## src/rtl/div_seq_ctrl.sv

```systemverilog
// div_seq_ctrl: multi-cycle sequencer for DIV / DIVU / REM / REMU.
//   Radix-2 restoring division, one quotient bit per clock (XLEN iterations),
//   followed by a sign-fix cycle. Divide-by-zero, signed overflow and hits in
//   a one-entry quotient/remainder cache complete in a single cycle.
// Ports:
//   clk, rst_n        clock (rising edge), async active-low reset
//   Start             request, sampled only while Ready
//   Div_Op[1:0]       00 DIV, 01 DIVU, 10 REM, 11 REMU
//   Src1, Src2        dividend, divisor
//   Flush             abort current op, return to IDLE
//   Ready             high in IDLE
//   Busy              high in CALC and FIX
//   Done              one-cycle pulse, Result valid
//   Result            quotient or remainder, held until the next Done
module div_seq_ctrl #(
  parameter int XLEN     = 32,
  parameter int CACHE_EN = 1
) (
  input  logic            clk,
  input  logic            rst_n,
  input  logic            Start,
  input  logic [1:0]      Div_Op,
  input  logic [XLEN-1:0] Src1,
  input  logic [XLEN-1:0] Src2,
  input  logic            Flush,
  output logic            Ready,
  output logic            Busy,
  output logic            Done,
  output logic [XLEN-1:0] Result
);

  localparam int CW = (XLEN > 1) ? $clog2(XLEN) : 1;
  localparam logic [CW-1:0] LAST = CW'(XLEN - 1);

  typedef enum logic [1:0] {S_IDLE, S_CALC, S_FIX, S_DONE} state_t;

  state_t r_state, w_nxt;

  // latched request
  logic            r_is_rem;
  logic            r_sgn;
  logic [XLEN-1:0] r_a, r_b;
  // iterative datapath
  logic [XLEN:0]   r_rem;
  logic [XLEN-1:0] r_quo, r_div;
  logic            r_neg_q, r_neg_r;
  logic [CW-1:0]   r_cnt;
  logic [XLEN-1:0] r_result;
  // last-result cache
  logic            r_c_vld, r_c_sgn;
  logic [XLEN-1:0] r_c_a, r_c_b, r_c_quo, r_c_rem;

  logic            w_sgn, w_is_rem, w_accept;
  logic            w_dz, w_ovf, w_hit, w_special;
  logic [XLEN-1:0] w_spec_res, w_a_mag, w_b_mag;
  logic [XLEN:0]   w_rem_sh, w_rem_sub;
  logic            w_ge;
  logic [XLEN-1:0] w_quo_fin, w_rem_fin;

  assign w_sgn    = ~Div_Op[0];
  assign w_is_rem = Div_Op[1];
  assign w_accept = (r_state == S_IDLE) && Start && !Flush;

  assign w_dz  = (Src2 == '0);
  assign w_ovf = w_sgn && (Src1 == {1'b1, {(XLEN-1){1'b0}}}) && (Src2 == '1);
  assign w_hit = (CACHE_EN != 0) && r_c_vld && (Src1 == r_c_a) &&
                 (Src2 == r_c_b) && (w_sgn == r_c_sgn);
  assign w_special = w_dz || w_ovf || w_hit;

  always_comb begin
    w_spec_res = '0;
    if (w_dz)       w_spec_res = w_is_rem ? Src1 : '1;
    else if (w_ovf) w_spec_res = w_is_rem ? '0 : Src1;
    else if (w_hit) w_spec_res = w_is_rem ? r_c_rem : r_c_quo;
  end

  // Operand magnitudes; the most negative value maps onto itself, which is
  // the correct unsigned magnitude.
  assign w_a_mag = (w_sgn && Src1[XLEN-1]) ? -Src1 : Src1;
  assign w_b_mag = (w_sgn && Src2[XLEN-1]) ? -Src2 : Src2;

  // One restoring step: shift {rem, quo} left, trial-subtract the divisor.
  assign w_rem_sh  = {r_rem[XLEN-1:0], r_quo[XLEN-1]};
  assign w_rem_sub = w_rem_sh - {1'b0, r_div};
  assign w_ge      = (w_rem_sh >= {1'b0, r_div});

  assign w_quo_fin = r_neg_q ? -r_quo : r_quo;
  assign w_rem_fin = r_neg_r ? -r_rem[XLEN-1:0] : r_rem[XLEN-1:0];

  always_ff @(posedge clk or negedge rst_n) begin
    if (!rst_n) r_state <= S_IDLE;
    else        r_state <= w_nxt;
  end

  always_comb begin
    w_nxt = r_state;
    Ready = 1'b0;
    Busy  = 1'b0;
    Done  = 1'b0;
    case (r_state)
      S_IDLE: begin
        Ready = 1'b1;
        if (w_accept) w_nxt = w_special ? S_DONE : S_CALC;
      end
      S_CALC: begin
        Busy = 1'b1;
        if (r_cnt == LAST) w_nxt = S_FIX;
      end
      S_FIX: begin
        Busy  = 1'b1;
        w_nxt = S_DONE;
      end
      S_DONE: begin
        Done  = 1'b1;
        w_nxt = S_IDLE;
      end
      default: w_nxt = S_IDLE;
    endcase
    if (Flush) w_nxt = S_IDLE;
  end

  always_ff @(posedge clk or negedge rst_n) begin
    if (!rst_n) begin
      r_is_rem <= 1'b0;
      r_sgn    <= 1'b0;
      r_a      <= '0;
      r_b      <= '0;
      r_rem    <= '0;
      r_quo    <= '0;
      r_div    <= '0;
      r_neg_q  <= 1'b0;
      r_neg_r  <= 1'b0;
      r_cnt    <= '0;
      r_result <= '0;
      r_c_vld  <= 1'b0;
      r_c_sgn  <= 1'b0;
      r_c_a    <= '0;
      r_c_b    <= '0;
      r_c_quo  <= '0;
      r_c_rem  <= '0;
    end else begin
      if (w_accept) begin
        r_is_rem <= w_is_rem;
        r_sgn    <= w_sgn;
        r_a      <= Src1;
        r_b      <= Src2;
        r_rem    <= '0;
        r_quo    <= w_a_mag;
        r_div    <= w_b_mag;
        r_neg_q  <= w_sgn && (Src1[XLEN-1] ^ Src2[XLEN-1]);
        r_neg_r  <= w_sgn && Src1[XLEN-1];
        r_cnt    <= '0;
        if (w_special) r_result <= w_spec_res;
      end
      if (r_state == S_CALC && !Flush) begin
        r_rem <= w_ge ? w_rem_sub : w_rem_sh;
        r_quo <= {r_quo[XLEN-2:0], w_ge};
        r_cnt <= r_cnt + 1'b1;
      end
      if (r_state == S_FIX && !Flush) begin
        r_result <= r_is_rem ? w_rem_fin : w_quo_fin;
        r_c_vld  <= 1'b1;
        r_c_sgn  <= r_sgn;
        r_c_a    <= r_a;
        r_c_b    <= r_b;
        r_c_quo  <= w_quo_fin;
        r_c_rem  <= w_rem_fin;
      end
      // An abort mid-computation drops the cache so a stale pair can't hit.
      if (Flush && (r_state == S_CALC || r_state == S_FIX)) r_c_vld <= 1'b0;
    end
  end

  assign Result = r_result;

endmodule

```

## config.mk

```make
export PLATFORM = sky130hd
export DESIGN_NAME = div_seq_ctrl
export DESIGN_NICKNAME = d
export VERILOG_FILES = /design/src/rtl/div_seq_ctrl.sv
export SDC_FILE = /design/constraint.sdc
export NUM_CORES = 1
export LEC_CHECK = 0
export BUFFER_PORTS_ARGS = -buffer_cell sky130_fd_sc_hd__clkbuf_2
export CAP_MARGIN = 20
export CORE_ASPECT_RATIO = 0.6
export CORE_MARGIN = 2
export CORE_UTILIZATION = 40
export CTS_CLUSTER_SIZE = 10
export DETAILED_ROUTE_END_ITERATION = 10
export SLEW_MARGIN = 20
export SYNTH_ARGS = -nofsm -noshare
export SYNTH_HDL_FRONTEND = slang
export SYNTH_SLANG_ARGS = --single-unit
```

## constraint.sdc

```tcl
create_clock -name clk -period 3.6 [get_ports clk]
set_input_delay 0.54 -clock clk [delete_from_list [all_inputs] [get_ports clk]]
set_output_delay 0.54 -clock clk [all_outputs]
set_load 0.005 [all_outputs]
```

==> metrics <==
status=complete, no violations; vias in the first global route=about 17000; final setup margin=between 0.2 and 0.25 ns; Startpoint Class=register; Seq/Total Area, Yosys=0.427; Crit path required time=4.03 ns; syn nets=~2500; CTS Root Cell=clkbuf_16; HPWL after detailed placement=between 50000 and 60000 um; setup bufs post-CTS=0; vias=approximately 18000; sw frac=0.433; CP startpoint=r_quo[31]; cts bufs inserted=39; average cell area after synthesis=slightly above 8 um2; Setup CP Type=register to register; reg2reg path depth=14; number of fill cells=~4700; CTS Buffer Depth=3; reg2reg end=r_rem[28]; H-tree levels=2; Hold Crit Class=input port to asynchronous set/reset pin; share of cells above drive strength 1=0.120; multi-input logic area=0.0103 mm2; CTS Hold Bufs=0; ys flop type=dfrtp_1; GRT Total Usage=0.273; pwr dens=782 mW/mm2; die area=0.0505 mm2; reg2reg start=r_quo[31]; Syn Inst Count=2348; number of DRC markers in iteration 0=about 2200; core area=0.0479 mm2; leakage=a little over 10 nW; max-slew violation count=0; Die Wd=around 290 um; post-route ant nets=0; clock latency on the worst-skew pair=0.56 ns; Switching Power=between 7 and 8 mW; drt total wl=68700 um; DP Worst Slack=0.0688 ns; Internal Pwr Total=9.82 mW; Post-synth ARST share=1.00; Worst Path Max Fanout=4; VDD IR max=0.000432 V; Max Clock Freq=around 300 MHz; Initial Utilization=0.406; FF+latch count, synth=about 330; count of final setup violators=0; Comb pwr share=0.428; Netlist cell types=75; nets=2554; Sum Neg Setup Slack=0 ns; Tightest Pin Transition=~1.1 ns; Post-Place Cells=just over 3000; mapped cell area=0.0195 mm2; number of enable flip-flop cells after synthesis=0; Reg clk slew, reported paths=around 0.06 ns; fin cells=3091; Syn. warnings=0; CTS resizes=0; Area contributors post-synth=dfrtp_1 43%, nand2_1 11%, o21ai_0 6.1%, xor2_1 5.0%, xnor2_1 3.4%; die height=175 um; antenna violations before repair=1; Sequential Power Share=0.364; crit share post-route=0.935; Synth area leader=dfrtp_1; Final Skew=between 0.02 and 0.03 ns; RD Place Congestion=between 0.9 and 1; register area=between 0.008 and 0.009 mm2; DR WL/cell=22.2 um; # clock sinks=332; DR pass1 iterations=6; largest net degree at the start of global routing=182; Max transition margin=0.239; total gr overflow=0; Reg2Reg Setup Slack=between 0.2 and 0.25 ns; min cycle time layout=3.37 ns; TritonCTS clock tree=built; power share of the clock group=0.208; # DRC=0; Cell Rows=62; drt via density=between 5 and 6; Synth top area share=0.427; num ports=105; WP data arrival=between 3 and 4 ns; number of port buffers=roughly 100; Max Cap Viol=0; Setup crit end kind=register; total power=roughly 17 mW; RSZ-0062 raised after global routing=no; end of the critical path=r_rem[28]; area delta synth->final=13.7%; first-pass GRT wire length=105000 um; Final Hold Viols=0
==> placed cells by master (no fill, tap or decap), types with 6 or more instances in the layout <==
master / n
buf_12: 6
a21o_1: 12
a2111oi_0: 8
mux2_2: 10
o211ai_1: 9
a22o_1: 8
o21a_1: 7
dfrtp_1: 331
nand2_1: 565
xor2_1: 111
clkbuf_1: 7
clkbuf_16: 40
or4_1: 13
nor3_1: 15
nand2b_1: 24
a21oi_1: 105
a22oi_1: 16
ha_1: 43
nor2b_1: 36
nor2_1: 126
inv_1: 82
a31oi_1: 26
a32oi_1: 10
nor4_1: 25
and3_1: 8
nand3_1: 54
mux2i_1: 31
buf_4: 97
a221oi_1: 9
a211oi_1: 11
o21ai_0: 238
xnor2_1: 76
nand4_1: 20
o22ai_1: 32
o31ai_1: 28
o41ai_1: 14
clkbuf_2: 103
or3_1: 13
==> layout make-up <==
cell class              count  share of cell area
clock buffers              48              0.0470
flip-flops and latches    332               0.375
repair buffers            207              0.0622
well taps                 640              0.0361
multi-input cells        1778               0.464
diodes                      2            0.000226
inverters                  82              0.0139
clock inverters             2             0.00113
==> synthesized netlist by cell type, types with 9 or more instances <==
cell type,number
nor2b_1,38
a21o_1,12
nand3_1,54
mux2_2,10
xnor2_1,76
a221oi_1,9
o22ai_1,32
dfrtp_1,332
or3_1,13
xor2_1,112
o41ai_1,14
clkbuf_1,125
nand2_1,565
nand4_1,20
nand2b_1,25
buf_2,12
or4_1,13
nor2_1,128
nor4_1,25
mux2i_1,31
a21oi_1,105
inv_1,82
a32oi_1,10
a22oi_1,16
o211ai_1,9
a211oi_1,11
nor3_1,15
o21ai_0,238
ha_1,43
o31ai_1,28
buf_1,15
a31oi_1,26
==> registers in the layout (all words and copies together), names as in the netlist <==
signal / cells
r_neg_r: 1
r_c_vld: 1
r_quo: 32
r_a: 32
r_sgn: 1
r_state: 2
r_c_b: 32
r_div: 31
r_c_sgn: 1
r_neg_q: 1
r_b: 32
r_c_quo: 32
r_rem: 32
r_c_a: 32
r_cnt: 5
Result: 32
r_is_rem: 1
r_c_rem: 32
==> worst max-delay path, cell delays in order, from the launching register on <==
cell,delay (ns)
dfrtp_1,0.39
inv_1,0.17
ha_1,0.21
inv_1,0.05
fa_1,0.42
a211oi_1,0.33
o21ai_0,0.24
a32oi_1,0.21
nand2_1,0.18
o21ai_0,0.22
buf_4,0.15
o21ai_0,0.15
xnor2_1,0.21
o21ai_0,0.12
a22o_1,0.20
==> logic make-up after synthesis <==
kind of cell,synth area share
buf+inv,0.0478
mux,0.0217
fa+ha+maj,0.0287
compound gates,0.180
xor+xnor,0.0845
simple gates,0.210
flops,0.427
==> metrics by stage <==
step / utilization / hold slack [ns] / cell area (um2)
2_1_floorplan: - / 0.244 / 19500
3_3_place_gp: 0.440 / 0.443 / 21100
3_5_place_dp: 0.440 / 0.449 / 21100
4_1_cts: 0.462 / 0.0441 / 22100
5_1_grt: 0.462 / 0.0444 / 22200
6_report: 0.462 / 0.00633 / 22200
==> worst min path at each step <==
stage | from | end | slack [ns] | depth (start not counted)
2_1_floorplan | rst_n | Result[0] | 0.24 | 0
3_3_place_gp | r_b[14] | r_c_b[14] | 0.44 | 2
4_1_cts | rst_n | Result[20] | 0.04 | 1
5_1_grt | rst_n | Result[24] | 0.04 | 1
3_5_place_dp | r_b[16] | r_c_b[16] | 0.45 | 2
6_report | rst_n | Result[24] | 0.006 | 1
==> metal layers <==
metal / track usage / wire length (um) / share of wire
met5: 0 / 0 / 0
met4: 0.0674 / 1600 / 0.023
met3: 0.0655 / 6610 / 0.096
met2: 0.382 / 28300 / 0.41
met1: 0.419 / 32200 / 0.47
==> power groups by stage <==
| stage | combinational (mW) | sequential, mW | clock, mW |
|---|---|---|---|
| 2_1_floorplan | 4.94 | 5.84 | 0 |
| 3_3_place_gp | 7.13 | 6.28 | 0 |
| 3_5_place_dp | 7.26 | 6.32 | 0 |
| 4_1_cts | 7.30 | 6.27 | 3.67 |
| 5_1_grt | 8.22 | 6.47 | 3.84 |
| 6_report | 7.41 | 6.30 | 3.61 |
Note: power is estimated with default switching activity, not from simulation.
